## src/rtl/pipe_hazard_ctrl.sv

```systemverilog
`default_nettype none
// ============================================================================
//  Module      : pipe_hazard_ctrl
//  Description : Client side of the hazard unit handshake. Owns the IF/ID and
//                ID/EX control latches. Feeds register selects, load flag and
//                EX PC source to the hazard unit. Applies PC enable, stall and
//                flush responses. Keeps saturating stall/flush event counters.
//  Revision    : 1.0 - initial release
// ============================================================================
module pipe_hazard_ctrl #(
    parameter int          CNT_W     = 16,
    parameter logic [31:0] NOP_INSTR = 32'h00000000
) (
    input  logic             CLK,
    input  logic             nRST,
    input  logic             ihit,
    input  logic             mem_wait,
    input  logic [31:0]      imemload,
    input  logic [4:0]       id_wsel,
    input  logic             id_dren,
    input  logic [1:0]       id_pc_src,
    input  logic             id_is_branch,
    input  logic             ex_br_taken,
    input  logic             hu_flushed,
    input  logic             hu_pc_en,
    input  logic             hu_id_en,
    output logic [1:0]       hu_pc_src,
    output logic             hu_d_ren,
    output logic [4:0]       hu_rsel1,
    output logic [4:0]       hu_rsel2,
    output logic [4:0]       hu_wsel,
    output logic             pc_wen,
    output logic [31:0]      ifid_instr,
    output logic             ifid_valid,
    output logic             idex_valid,
    output logic [CNT_W-1:0] stall_cnt,
    output logic [CNT_W-1:0] flush_cnt
);

    localparam logic [CNT_W-1:0] C_CNT_MAX = '1;
    localparam logic [CNT_W-1:0] C_CNT_ONE = {{(CNT_W-1){1'b0}}, 1'b1};

    // Pipeline latches
    logic [31:0]      r_ifid_instr;
    logic             r_ifid_valid;
    logic             r_idex_valid;
    logic [4:0]       r_idex_wsel;
    logic             r_idex_dren;
    logic [1:0]       r_idex_pc_src;
    logic             r_idex_is_branch;
    logic [CNT_W-1:0] r_stall_cnt;
    logic [CNT_W-1:0] r_flush_cnt;

    // Edge qualifiers: the whole front end freezes unless fetch returned and
    // MEM is not waiting. Flush outranks stall.
    logic w_adv;
    logic w_flush;
    logic w_stall;

    assign w_adv   = ihit & ~mem_wait;
    assign w_flush = w_adv & hu_flushed;
    assign w_stall = w_adv & ~hu_flushed & ~hu_id_en;

    // IF/ID latch: NOP on flush, hold on stall or freeze, else capture fetch
    always_ff @(posedge CLK or negedge nRST) begin
        if (!nRST) begin
            r_ifid_instr <= NOP_INSTR;
            r_ifid_valid <= 1'b0;
        end else if (w_flush) begin
            r_ifid_instr <= NOP_INSTR;
            r_ifid_valid <= 1'b0;
        end else if (w_adv && hu_id_en) begin
            r_ifid_instr <= imemload;
            r_ifid_valid <= 1'b1;
        end
    end

    // ID/EX latch: bubble on flush or stall, else take decoded fields
    always_ff @(posedge CLK or negedge nRST) begin
        if (!nRST) begin
            r_idex_valid     <= 1'b0;
            r_idex_wsel      <= 5'd0;
            r_idex_dren      <= 1'b0;
            r_idex_pc_src    <= 2'd0;
            r_idex_is_branch <= 1'b0;
        end else if (w_flush || w_stall) begin
            r_idex_valid     <= 1'b0;
            r_idex_wsel      <= 5'd0;
            r_idex_dren      <= 1'b0;
            r_idex_pc_src    <= 2'd0;
            r_idex_is_branch <= 1'b0;
        end else if (w_adv) begin
            r_idex_valid     <= r_ifid_valid;
            r_idex_wsel      <= id_wsel;
            r_idex_dren      <= id_dren;
            r_idex_pc_src    <= id_pc_src;
            r_idex_is_branch <= id_is_branch;
        end
    end

    // Saturating event counters; a simultaneous flush+stall counts as flush
    always_ff @(posedge CLK or negedge nRST) begin
        if (!nRST) begin
            r_stall_cnt <= '0;
            r_flush_cnt <= '0;
        end else begin
            if (w_stall && (r_stall_cnt != C_CNT_MAX)) begin
                r_stall_cnt <= r_stall_cnt + C_CNT_ONE;
            end
            if (w_flush && (r_flush_cnt != C_CNT_MAX)) begin
                r_flush_cnt <= r_flush_cnt + C_CNT_ONE;
            end
        end
    end

    // Hazard-unit request signals, masked by latch validity
    always_comb begin
        hu_rsel1  = r_ifid_valid ? r_ifid_instr[25:21] : 5'd0;
        hu_rsel2  = r_ifid_valid ? r_ifid_instr[20:16] : 5'd0;
        hu_wsel   = r_idex_valid ? r_idex_wsel : 5'd0;
        hu_d_ren  = r_idex_valid & r_idex_dren;
        hu_pc_src = r_idex_pc_src;
        if (!r_idex_valid || (r_idex_is_branch && !ex_br_taken)) begin
            hu_pc_src = 2'd0;
        end
    end

    assign pc_wen     = w_adv & hu_pc_en;
    assign ifid_instr = r_ifid_instr;
    assign ifid_valid = r_ifid_valid;
    assign idex_valid = r_idex_valid;
    assign stall_cnt  = r_stall_cnt;
    assign flush_cnt  = r_flush_cnt;

endmodule
`default_nettype wire

```

## config.mk

```make
export PLATFORM = sky130hd
export DESIGN_NAME = pipe_hazard_ctrl
export DESIGN_NICKNAME = d
export VERILOG_FILES = /design/src/rtl/pipe_hazard_ctrl.sv
export SDC_FILE = /design/constraint.sdc
export NUM_CORES = 1
export LEC_CHECK = 0
export CAP_MARGIN = 25
export CORE_UTILIZATION = 44
export CTS_CLUSTER_SIZE = 10
export DETAILED_ROUTE_END_ITERATION = 10
export PLACE_DENSITY = 0.8
export REMOVE_ABC_BUFFERS = 1
export SLEW_MARGIN = 0
export SYNTH_ARGS = -nofsm -noshare
export SYNTH_HDL_FRONTEND = slang
export SYNTH_SLANG_ARGS = --single-unit
```

## constraint.sdc

```tcl
create_clock -name CLK -period 2.4 [get_ports CLK]
set_input_delay 0.24 -clock CLK [delete_from_list [all_inputs] [get_ports CLK]]
set_output_delay 0.24 -clock CLK [all_outputs]
set_load 0.03 [all_outputs]
```

==> results.yml <==
setup_path:
  path_class: "reg -> out"
  r2r_slack_ps: 450
  slowest_delay_ps: 670
  cp_data_arrival_time_ps: 1820
  reg2regPathDepth: 5
  crit_path_max_fanout: 13
  required_ps: 2160
  end_kind: "output port"
  r2r_end: "flush_cnt[1]"
  start_kind: "register"
  path_cells: "and2_1 > clkdlybuf4s50_1"
  r2r-start: "flush_cnt[0]"
  slowest_stage: "clkdlybuf4s50_1"
drt:
  dr.pass1.iters: 4
  drt-wirelength-per-cell_microns: 14.9
  routed_via_density: 5.10
  drcViolationCount: 0
  first_iter_violations: 69
  route.vias.total: 2914
  routed_wl_microns: 8500
  ant_nets: 0
timing:
  fmax_mhz: 485
  worstMarginPinSlew_ps: 559
  setup_viol: 0
  finalMaxSlewViolations: 0
  rsz0062_at_grt: "no"
  period_needed_ps: 2060
  fin_hold_ws_ps: 463
  finalHoldViolCount: 0
  setup_tns_ps: 0
  fin_crit_sh_pct: 85.9
  final.setup_skew_ps: 7.78
  slew_headroom_pct: 62.5
cells_and_area:
  nNetsFinal: 520
  layout_commonest_cell: "clkdlybuf4s50_1"
  stdcell_area_sq_um: 5090
  layout-drive-gt1-share_pct: 6.14
  layout_common_cells: "clkdlybuf4s50_1 (132), dfrtp_1 (75), nand2_1 (40)"
  n_fill_cell: 602
  syn2layout_area_growth_pct: 47.0
  finish.utilization_pct: 68.3
  antenna-diode-count: 0
clock_tree:
  cts_tree: "yes"
  root_buffer: "clkbuf_8"
  cts_buffers: 9
  clock_path_buffers: 2
  cts.clk_slew.worst_paths_ps: 70
  clock_latency_ps: 330
  htree_levels: 3
  cts_setup_buffers: 0
  cts_sinks: 75
place:
  place_area_sq_um: 4900
  port_buffers: 133
  dp_hpwl_microns: 6070
  globalplace.congestion: 0.779
die:
  die_height_microns: 90.7
  start_util_pct: 46.5
  rows: 31
  die_x_microns: 90.7
  core_sq_um: 7450
  io_pins: 134
  die_area_sq_um: 8230
yosys:
  ys_seq_area_share_pct: 54.2
  synthXorXnorAreaFrac_pct: 6.58
  ys_types: 41
  yosys-mux-area-fraction_pct: 0.651
  synth_area_per_cell_sq_um: 10.3
  synth_top_family_by_area: "simple AND/OR/NAND/NOR gates"
  ys.warnings.count: 0
  async_reset_ff_share_pct: 100
  synthCells: 335
  synth_fa_ha_area_share_pct: 0.723
  ys_seq_elements: 75
  synth-compound-area-share_pct: 9.61
  synth_edf_count: 0
  synth_simple_gate_area_share_pct: 25.7
  synth_area_sq_um: 3460
  synth-main-ff-cell: "dfrtp_1"
pwr:
  ir_drop_v: 0.000359
  p_total_mw: 3.38
  power_density_nw_per_um2: 664
  p_leak_nw: 2.18
global_routing:
  grt_pass1_wl_microns: 14300
  antenna_found_initial: 0
  overflow: 0
  grt_usage_pct: 21.7
  grt_pass1_vias: 2878
  grt_max_degree: 76
outcome:
  status: "finished, final reports clean"
worst_hold_path:
  hold_class: "in -> async"
job:
  cap_violations: 0
-- worst max path at each step --
| stage | startpoint | end | slack [ps] | cells past startpoint |
|---|---|---|---|---|
| global route | ifid_valid | hu_rsel1[1] | 220 | 2 |
| global placement | mem_wait | stall_cnt[12] | 350 | 5 |
| finish | ifid_valid | hu_rsel2[4] | 340 | 2 |
| CTS | ifid_valid | hu_rsel2[4] | 300 | 2 |
| detailed placement | mem_wait | stall_cnt[10] | 340 | 5 |
| floorplan | hu_flushed | idex_valid | -1970 | 3 |
-- kinds of logic after synthesis --
| family | Yosys count |
|---|---|
| xor gates and xnor gates | 26 |
| DFF | 75 |
| adders and majority gates | 2 |
| AOI/OAI and AO/OA | 54 |
| buffers and inverters | 22 |
| and+or+nand+nor | 154 |
| muxes | 2 |
-- routing by layer --
| layer | routed length [microns] | GRT usage [%] | up-vias |
|---|---|---|---|
| li1 | - | - | 1423 |
| met1 | 3720 | 28.8 | 1393 |
| met2 | 4130 | 34.3 | 90 |
| met3 | 579 | 6.14 | 8 |
| met4 | 70 | 6.72 | 0 |
| met5 | 0 | 0 | - |
-- cell usage after synthesis (2+ instances only) --
cell | instances | area, sq um
a22o_1 | 10 | 87.6
dfrtp_1 | 75 | 1880
inv_1 | 3 | 11.3
nand4b_1 | 4 | 35.0
o21ai_0 | 35 | 175
xor2_1 | 16 | 140
nand2b_1 | 33 | 206
nor2_1 | 7 | 26.3
xnor2_1 | 10 | 87.6
and2_1 | 18 | 113
clkbuf_1 | 16 | 60.1
nand4_1 | 10 | 62.6
nand3_1 | 13 | 65.1
nor3_1 | 5 | 25.0
and4_1 | 5 | 43.8
nand2_1 | 40 | 150
and3_1 | 3 | 18.8
o21a_1 | 3 | 22.5
ha_1 | 2 | 25.0
a211oi_1 | 2 | 15.0
nor4_1 | 5 | 31.3
-- through the flow --
stage	cells	worst slack (ps)
finish	571	339
global route	571	220
CTS	569	302
detailed placement	555	343
global placement	555	347
floorplan	316	-1970
-- repair_timing --
action                    4_1_cts  5_1_grt
resized for setup               0        0
hold buffers                    0        1
hold endpoints to repair        0       75
-- power by group --
group          switching, mW  total, mW  internal (mW)
Combinational          0.548       1.01          0.462
Clock                  0.418      0.779          0.361
Sequential             0.170       1.59           1.42
Total                   1.14       3.38           2.24
-- worst max-delay path, delay by kind of cell, from the launching register on --
kind / cells / cell delay (ps)
buf+inv: 1 / 670
flops: 1 / 610
simple gates: 1 / 210
-- flip-flops by register name, summed over array words and instances, names as in the netlist --
name and flops:
r_idex_dren 1, ifid_valid 1, idex_valid 1, r_idex_pc_src 2, r_idex_is_branch 1, flush_cnt 16
stall_cnt 16, r_idex_wsel 5, ifid_instr 32
-- final cells by class --
cell class | count | area, sq um | area share, %
clock buffer | 11 | 131 | 2.58
tap | 99 | 124 | 2.43
multi-input combinational | 238 | 1510 | 29.7
sequential | 75 | 1880 | 36.9
clock inverter | 3 | 17.5 | 0.344
timing repair buffer | 142 | 1420 | 27.9
inverter | 3 | 11.3 | 0.221
No activity file was read; power rests on OpenSTA's default activity.
